[config.mk]
export PLATFORM = sky130hd
export DESIGN_NAME = bumpy_play_controller
export DESIGN_NICKNAME = d
export VERILOG_FILES = /design/src/rtl/bumpy_play_controller.sv
export SDC_FILE = /design/constraint.sdc
export NUM_CORES = 1
export LEC_CHECK = 0
export ABC_AREA = 1
export ABC_CLOCK_PERIOD_IN_PS = 3800
export CAP_MARGIN = 20
export CORE_ASPECT_RATIO = 0.5
export CORE_UTILIZATION = 37
export CTS_BUF_LIST = sky130_fd_sc_hd__clkbuf_4 sky130_fd_sc_hd__clkbuf_8
export DETAILED_ROUTE_END_ITERATION = 10
export GPL_TIMING_DRIVEN = 0
export PLACE_DENSITY = 0.65
export REMOVE_ABC_BUFFERS = 1
export SLEW_MARGIN = 20
export SYNTH_ARGS = -nofsm -noshare
export SYNTH_HDL_FRONTEND = slang
export SYNTH_SLANG_ARGS = --single-unit
export TNS_END_PERCENT = 50
[constraint.sdc]
create_clock -name clk -period 3.8 [get_ports clk]
set_input_delay 0.76 -clock clk [delete_from_list [all_inputs] [get_ports clk]]
set_output_delay 0.76 -clock clk [all_outputs]
set_load 0.05 [all_outputs]
[src/rtl/bumpy_play_controller.sv]
// Frame-level game sequencer: captures one move command per frame from raw keys, forwards brick
// collisions, and runs the death / respawn / level-done / game-over flow for the motion block.
module bumpy_play_controller #(
    parameter int unsigned LIVES_INIT   = 3,
    parameter int unsigned LIVES_W      = 2,
    parameter int unsigned DEATH_FRAMES = 30
) (
    input  logic               clk,
    input  logic               resetN,
    input  logic               startOfFrame,
    input  logic               rightN,
    input  logic               leftN,
    input  logic               jumpN,
    input  logic               brickHit,
    input  logic               hazardHit,
    input  logic               goalHit,
    input  logic [3:0]         HitEdgeCode,
    output logic               rightCmdN,
    output logic               leftCmdN,
    output logic               jumpCmdN,
    output logic               collisionOut,
    output logic [3:0]         hitEdgeOut,
    output logic               moveResetN,
    output logic [LIVES_W-1:0] lives,
    output logic               levelDone,
    output logic               gameOver
);

    typedef enum logic [2:0] {
        StPlay,
        StDying,
        StRespawn,
        StLevelDone,
        StGameOver
    } state_t;

    localparam logic [LIVES_W-1:0] LivesInit = LIVES_W'(LIVES_INIT);
    localparam logic [LIVES_W-1:0] LivesOne  = LIVES_W'(1);
    localparam logic [5:0]         DeathLast = 6'(DEATH_FRAMES - 1);

    state_t     state;
    logic       right_prev;
    logic       left_prev;
    logic       jump_prev;
    logic       pend_valid;
    // Commands are one-hot {jump, right, left}; all-zero means no command.
    logic [2:0] pend_cmd;
    logic [2:0] issue_cmd;
    logic [2:0] new_cmd;
    logic [5:0] frame_cnt;
    logic       right_fall;
    logic       left_fall;
    logic       jump_fall;

    assign right_fall = right_prev & ~rightN;
    assign left_fall  = left_prev & ~leftN;
    assign jump_fall  = jump_prev & ~jumpN;

    always_comb begin
        new_cmd = 3'b000;
        if (jump_fall) begin
            new_cmd = 3'b100;
        end else if (right_fall) begin
            new_cmd = 3'b010;
        end else if (left_fall) begin
            new_cmd = 3'b001;
        end
    end

    always_ff @(posedge clk or negedge resetN) begin
        if (!resetN) begin
            state        <= StPlay;
            right_prev   <= 1'b1;
            left_prev    <= 1'b1;
            jump_prev    <= 1'b1;
            pend_valid   <= 1'b0;
            pend_cmd     <= 3'b000;
            issue_cmd    <= 3'b000;
            frame_cnt    <= 6'd0;
            rightCmdN    <= 1'b1;
            leftCmdN     <= 1'b1;
            jumpCmdN     <= 1'b1;
            collisionOut <= 1'b0;
            hitEdgeOut   <= 4'b0000;
            moveResetN   <= 1'b1;
            lives        <= LivesInit;
            levelDone    <= 1'b0;
            gameOver     <= 1'b0;
        end else begin
            right_prev   <= rightN;
            left_prev    <= leftN;
            jump_prev    <= jumpN;
            moveResetN   <= 1'b1;
            collisionOut <= 1'b0;
            hitEdgeOut   <= 4'b0000;
            rightCmdN    <= 1'b1;
            leftCmdN     <= 1'b1;
            jumpCmdN     <= 1'b1;

            unique case (state)
                StPlay: begin
                    collisionOut <= brickHit;
                    hitEdgeOut   <= brickHit ? HitEdgeCode : 4'b0000;
                    if (hazardHit) begin
                        state      <= StDying;
                        pend_valid <= 1'b0;
                        pend_cmd   <= 3'b000;
                        issue_cmd  <= 3'b000;
                        frame_cnt  <= 6'd0;
                    end else if (goalHit) begin
                        state      <= StLevelDone;
                        levelDone  <= 1'b1;
                        pend_valid <= 1'b0;
                        pend_cmd   <= 3'b000;
                        issue_cmd  <= 3'b000;
                    end else begin
                        jumpCmdN  <= ~issue_cmd[2];
                        rightCmdN <= ~issue_cmd[1];
                        leftCmdN  <= ~issue_cmd[0];
                        if (startOfFrame) begin
                            // Transfer first; an edge on this same clk refills pending.
                            issue_cmd  <= pend_valid ? pend_cmd : 3'b000;
                            pend_valid <= (new_cmd != 3'b000);
                            pend_cmd   <= new_cmd;
                        end else if (!pend_valid && (new_cmd != 3'b000)) begin
                            pend_valid <= 1'b1;
                            pend_cmd   <= new_cmd;
                        end
                    end
                end

                StDying: begin
                    if (startOfFrame) begin
                        if (frame_cnt == DeathLast) begin
                            frame_cnt <= 6'd0;
                            if (lives <= LivesOne) begin
                                lives    <= '0;
                                gameOver <= 1'b1;
                                state    <= StGameOver;
                            end else begin
                                lives      <= lives - LivesOne;
                                moveResetN <= 1'b0;
                                state      <= StRespawn;
                            end
                        end else begin
                            frame_cnt <= frame_cnt + 6'd1;
                        end
                    end
                end

                StRespawn: begin
                    state <= StPlay;
                end

                StLevelDone: begin
                    if (jump_fall) begin
                        moveResetN <= 1'b0;
                        levelDone  <= 1'b0;
                        state      <= StPlay;
                    end
                end

                StGameOver: begin
                    if (jump_fall) begin
                        moveResetN <= 1'b0;
                        gameOver   <= 1'b0;
                        lives      <= LivesInit;
                        state      <= StPlay;
                    end
                end

                default: begin
                    state <= StPlay;
                end
            endcase
        end
    end

endmodule
**Word level (Yosys, flattened, before mapping)**

Cells that the tools add are included.

- Register bits: 32
- Input port bits: 13
- Output and inout port bits: 13

- $add $sub $neg: 2
- Order comparisons: 1
- Equal/unequal tests: 14
- Mux-type cells: 56
- Bitwise logic cells: 9
- Reductions and logical operators: 17

Operators by type and width:

| operator | number |
|---|---|
| 2-to-1 mux 3 bit | 15 |
| 2-to-1 mux 1 bit | 25 |
| 2-to-1 mux 6 bit | 3 |
| inequality test 2 bit (second input constant) | 8 |
| one-hot mux 6 bit (2 select lines) | 1 |
| AND reduction 4 bit | 3 |
| 2-to-1 mux 2 bit | 5 |
| one-hot mux 3 bit (3 select lines) | 1 |
| 2-to-1 mux 4 bit | 2 |
| adder 6 x 1 -> 6 bit (second input constant) | 1 |
| equality test 6 x 5 -> 1 bit (second input constant) | 1 |
| NOT 1 bit | 6 |
| one-hot mux 1 bit (2 select lines) | 3 |
| nonzero test 2 bit | 3 |
| nonzero test 3 bit | 2 |
| AND reduction 5 bit | 1 |
| one-hot mux 2 bit (2 select lines) | 1 |
| AND reduction 2 bit | 2 |
| nonzero test 4 bit | 1 |
| AND 1 bit | 3 |
| equality test 3 x 1 -> 1 bit (second input constant) | 1 |
| equality test 3 x 2 -> 1 bit (second input constant) | 1 |
| equality test 3 bit (second input constant) | 1 |
| zero test 3 bit | 1 |
| 8 further kinds | 8 |

**Logic depth before layout (Yosys ltp)**

Gate-level depths: netlist (run 1).

- Word-level depth: 11
- Gate-level depth with buffers: 9

**Worst setup path before layout (run 1)**

Ideal clock, no wire load.

- Path type: input to register
- From: in jumpN
- To: reg pend_cmd[2]
- Data arrival time: 1.442 ns
- Required time: 3.683 ns
- Setup slack: 2.241 ns
- Stages: 7
- Buffers on the path: 0
- Cells stage by stage: inv_1 nand2_1 nand2_1 o21ai_2 nand2_2 nand3_1 nand2_1

- Longest elaborated chain between the ends: 7
- Elaborated cells between the ends (all ways): 11

RTL lines:

| what | RTL line | RTL |
|---|---|---|
| start: declaration | 13 | `input logic jumpN,` |
| NOT 1 bit * | 57 | `assign jump_fall = jump_prev & ~jumpN;` |
| AND 1 bit * | 57 |  |
| 2-to-1 mux 3 bit * | 61 | `if (jump_fall) begin` |
| nonzero test 3 bit or 2-to-1 mux 3 bit (tied branches) | 125 | `end else if (!pend_valid && (new_cmd != 3'b000)) begin` |
| logical AND 1 bit or 2-to-1 mux 3 bit (tied branches) | 125, 120 |  |
| nonzero test 4 bit (no source line) or 2-to-1 mux 3 bit (tied branches) | -- |  |
| AND reduction 2 bit (no source line) or 2-to-1 mux 3 bit (tied branches) | -- |  |
| end signal: assignment | 124 | `pend_cmd <= new_cmd;` |
| end signal: assignment | 127 | `pend_cmd <= new_cmd;` |
| end: declaration | 47 | `logic [2:0] pend_cmd;` |

Mark *: on every way between the ends. The rest lies on a longest branch, timed or not. The select of a mux whose other input is x is not followed.
A chain may end at the register's enable or synchronous reset.

**Worst setup path after layout (run 1)**

- From: reg lives[1]
- To: out lives[1]

RTL lines:

| what | RTL line | RTL |
|---|---|---|
| start: declaration | 24 | `output logic [LIVES_W-1:0] lives,` |
| start signal: assignment | 86 | `lives <= LivesInit;` |
| start signal: assignment | 141 | `lives <= lives - LivesOne;` |
| start signal: assignment | 167 | `lives <= LivesInit;` |

No word-level cell between the ends.

==> impl_metrics.xml, run 1 <==
<?xml version="1.0" encoding="UTF-8"?>
<metrics>
  <group name="status">
    <metric name="run_status" unit="">complete, no violations</metric>
  </group>
  <group name="pwr">
    <metric name="seq_power_share" unit="%">34.9</metric>
    <metric name="power.static_leakage" unit="nW">0.980</metric>
    <metric name="comb_power_share" unit="%">45.7</metric>
    <metric name="switchingPower" unit="uW">611</metric>
    <metric name="power.switching_fraction" unit="%">44.5</metric>
    <metric name="power_density" unit="nW/um^2">671</metric>
    <metric name="clockPowerShare" unit="%">19.3</metric>
    <metric name="ir_drop" unit="mV">0.286</metric>
    <metric name="power_report.internal_total" unit="uW">763</metric>
  </group>
  <group name="floorplanning">
    <metric name="initial_core_util" unit="%">40.5</metric>
    <metric name="boundaryPins" unit="">26</metric>
    <metric name="dieArea" unit="sq um">4760</metric>
    <metric name="floorplan.die.height" unit="um">49.3</metric>
    <metric name="core.rowCount" unit="">16</metric>
    <metric name="core_area" unit="sq um">4080</metric>
    <metric name="chipWidth" unit="um">96.6</metric>
  </group>
  <group name="clock_tree">
    <metric name="numClockSinks" unit="">32</metric>
    <metric name="clk_transition_reported_paths" unit="ns">0.07</metric>
    <metric name="cts_max_level" unit="">2</metric>
    <metric name="cts-buffers-inserted" unit="">5</metric>
    <metric name="cts_setup_buffers" unit="">0</metric>
    <metric name="cts_tree" unit="">built</metric>
    <metric name="post_cts_resized" unit="">0</metric>
    <metric name="cts-hold-fix-buffers" unit="">0</metric>
    <metric name="ctsRootBufferMaster" unit="">clkbuf_8</metric>
    <metric name="clk-insertion-delay-late" unit="ns">0.28</metric>
    <metric name="cts_max_path_buffers" unit="">2</metric>
  </group>
  <group name="timing">
    <metric name="setup_violations" unit="">0</metric>
    <metric name="setup_total_negative_slack" unit="ns">0</metric>
    <metric name="relSlewSlack" unit="%">53.6</metric>
    <metric name="layout_worst_path_cycle_share" unit="%">63.8</metric>
    <metric name="timing.final.hold_violations" unit="">0</metric>
    <metric name="worst-slew-pin-transition" unit="ns">0.696</metric>
    <metric name="skew" unit="ns">0.00403</metric>
    <metric name="grt_setup_unrepaired" unit="">no</metric>
    <metric name="post-route-min-period" unit="ns">2.43</metric>
    <metric name="setup_ws" unit="ns">1.37</metric>
    <metric name="fmax" unit="MHz">412</metric>
    <metric name="slew_violations" unit="">0</metric>
  </group>
  <group name="global_route">
    <metric name="grt_max_degree" unit="">33</metric>
    <metric name="first_pass_grt_wire_length" unit="um">5510</metric>
    <metric name="grt_pass1_vias" unit="">1235</metric>
    <metric name="gr-total-overflow" unit="">0</metric>
    <metric name="grtUsageTotal" unit="%">15.2</metric>
    <metric name="grt_antenna_before_repair" unit="">0</metric>
  </group>
  <group name="synthesis">
    <metric name="library_cell_with_the_largest_summed_area_after_synthesis" unit="">dfrtp_1</metric>
    <metric name="syn-mean-instance-area" unit="sq um">8.62</metric>
    <metric name="post_syn_instances" unit="">192</metric>
    <metric name="mappedNetlistArea" unit="sq um">1650</metric>
    <metric name="cells_taking_the_most_area_after_synthesis" unit="">dfrtp_1 35%, dfstp_2 14%, nand2_1 13%</metric>
    <metric name="ys_seq_elements" unit="">32</metric>
    <metric name="count_of_yosys_warnings_during_synthesis" unit="">0</metric>
    <metric name="yosysTopAreaCellShare" unit="%">34.8</metric>
    <metric name="number_of_unique_standard_cell_types_used_by_synthesis" unit="">27</metric>
    <metric name="seq_area_frac_synth" unit="%">49.1</metric>
  </group>
  <group name="placement">
    <metric name="io_buffers" unit="">25</metric>
    <metric name="hpwl" unit="um">2290</metric>
    <metric name="placedInstanceArea" unit="sq um">1960</metric>
    <metric name="routabilityCongestion" unit="">0.857</metric>
    <metric name="preCtsSetupSlack" unit="ns">1.44</metric>
  </group>
  <group name="critical_path">
    <metric name="worstPathMaxFanout" unit="">6</metric>
    <metric name="start_kind" unit="">register</metric>
    <metric name="timing.reg2reg.setup_slack" unit="ns">2.30</metric>
    <metric name="critical_path_class" unit="">register to primary output</metric>
    <metric name="cpPeakStageDelay" unit="ns">0.81</metric>
    <metric name="worstPathCellList" unit="">clkdlybuf4s50_1</metric>
    <metric name="launching_point_of_the_worst_reg2reg_path" unit="">frame_cnt[1]</metric>
    <metric name="critical_r2r_capture" unit="">state[0]</metric>
    <metric name="arrival" unit="ns">1.67</metric>
    <metric name="cp.required" unit="ns">3.04</metric>
    <metric name="ff2ff_path_depth" unit="">9</metric>
    <metric name="worst_setup_path_end_kind" unit="">primary output</metric>
    <metric name="slowest_stage" unit="">clkdlybuf4s50_1</metric>
    <metric name="critPathTopFamily" unit="">buffers and inverters</metric>
    <metric name="crit_buf_inv" unit="">1</metric>
  </group>
  <group name="min_path">
    <metric name="worst_hold_startpoint" unit="">issue_cmd[2]</metric>
    <metric name="holdCritPathClass" unit="">register to register</metric>
    <metric name="worstHoldEndpoint" unit="">jumpCmdN</metric>
    <metric name="timing.hold.worst_path_depth" unit="">1</metric>
  </group>
  <group name="flow_run">
    <metric name="timing.max_cap.violations" unit="">0</metric>
  </group>
  <group name="finish">
    <metric name="layout_common_cells" unit="">57 x nand2_1, 24 x nand3_1, 24 x clkdlybuf4s50_1</metric>
    <metric name="fillerInstances" unit="">404</metric>
    <metric name="areaGrowthSynthToFinish" unit="%">23.8</metric>
    <metric name="post_route_cells_drive_above_1_share" unit="%">21.0</metric>
    <metric name="most_common_cell_after_layout_fill_and_taps_aside" unit="">nand2_1</metric>
    <metric name="area.sequential" unit="sq um">812</metric>
    <metric name="multi_input_comb_area" unit="sq um">746</metric>
    <metric name="final_area" unit="sq um">2050</metric>
    <metric name="nNetsFinal" unit="">238</metric>
    <metric name="antennaDiodeCount" unit="">0</metric>
  </group>
  <group name="routing">
    <metric name="postRouteAntennaNets" unit="">0</metric>
    <metric name="drt_first_pass_iters" unit="">4</metric>
    <metric name="vias" unit="">1302</metric>
    <metric name="detailedRoute.firstIterationViolations" unit="">38</metric>
    <metric name="routed_via_density" unit="">4.68</metric>
    <metric name="drt_wl_total" unit="um">3040</metric>
    <metric name="drc" unit="">0</metric>
    <metric name="avgRoutedWirePerCell" unit="um">10.9</metric>
  </group>
</metrics>
[metal layers]
layer  global-route usage (%)  vias to the layer above  wire length (um)
met3                     4.67                        3                68
li1                         -                      677                 -
met1                     19.9                      607              1520
met2                     23.5                       15              1430
met5                        0                        -                 0
met4                     5.88                        0                27
[per-stage QoR]
stage	power, mW	util (%)	hold WS [ns]	cells
6_report	1.37	50.2	0.403	278
3_3_place_gp	1.11	48.0	0.388	270
4_1_cts	1.40	50.2	0.408	278
5_1_grt	1.48	50.2	0.425	278
3_5_place_dp	1.12	47.9	0.397	270
2_1_floorplan	0.960	-	0.376	191
[how the worst max path moves through the flow]
stage / from / end / slack, ns / depth (start not counted)
after floorplan: hazardHit / pend_cmd[2] / 2.17 / 6
after global placement: resetN / gameOver / 1.39 / 1
after detailed placement: hazardHit / pend_cmd[2] / 1.44 / 7
after CTS: lives[1] / lives[1] / 1.36 / 1
after global routing: lives[1] / lives[1] / 1.32 / 1
final: lives[1] / lives[1] / 1.37 / 1
[power by group through the flow]
stage | Sequential [mW] | Combinational [mW] | Clock (mW)
5_1_grt | 0.491 | 0.698 | 0.294
3_3_place_gp | 0.483 | 0.626 | 0
3_5_place_dp | 0.486 | 0.636 | 0
4_1_cts | 0.480 | 0.637 | 0.280
6_report | 0.480 | 0.629 | 0.266
2_1_floorplan | 0.592 | 0.368 | 0
[cell usage after synthesis, drive strengths merged]
library cell / count
nand2: 64
nand3: 26
dfrtp: 23
inv: 22
nor2: 22
o21ai: 10
dfstp: 9
nor3: 4
a21oi: 3
nand4: 3
ha: 2
xor2: 2
buf: 1
o22ai: 1
[registers in the layout, summed over array words and instances, names as in the netlist]
register	cells
frame_cnt	6
moveResetN	1
jumpCmdN	1
right_prev	1
state	3
rightCmdN	1
pend_cmd	3
hitEdgeOut	4
lives	2
left_prev	1
issue_cmd	3
leftCmdN	1
pend_valid	1
jump_prev	1
collisionOut	1
gameOver	1
levelDone	1
[worst reg2reg max path, stage by stage (launching register included)]
cell and delay [ns]:
dfrtp_1 0.41, inv_1 0.09, ha_1 0.14, nand2_1 0.06
nor2_2 0.22, nor2_2 0.08, nor2_2 0.19, nand2_1 0.10
nand2_1 0.06, nand2_1 0.05
[logic make-up after synthesis]
family | after synthesis | share of synthesized area [%]
AOI/OAI and AO/OA | 14 | 6.81
xor gates and xnor gates | 2 | 1.06
adders and majority gates | 2 | 1.51
buffers and inverters | 23 | 5.82
DFF | 32 | 49.1
and+or+nand+nor | 119 | 35.7
[area by class of cell]
class	instances	area share [%]
Sequential cell	32	39.6
Clock buffer	6	4.03
Multi-Input combinational cell	137	36.4
Tap cell	54	3.30
Inverter	22	4.15
Timing Repair Buffer	25	12.0
Clock inverter	2	0.489
(Power assumes the default switching activity.)
==> run 2, diff against run 1 <==
- ABC_CLOCK_PERIOD_IN_PS: 3800 -> 2300
- clock period: 3.8 -> 2.3 ns (I/O delays scaled with it)
==> results of run 2 <==
Same layout as run 1 (identical final DEF). Status: complete, no violations.
Main changes from that run: setup slack after placement 1.44 ns -> 0.244 ns; clock-pin slew on the worst setup and hold paths 0.07 ns -> 0.06 ns; setup slack after layout 1.37 ns -> 0.174 ns; hold slack 0.403 ns -> 0.221 ns; register-to-register setup slack 2.30 ns -> 0.80 ns; total power 1.37 mW -> 2.27 mW; worst IR drop on VDD 0.286 mV -> 0.472 mV
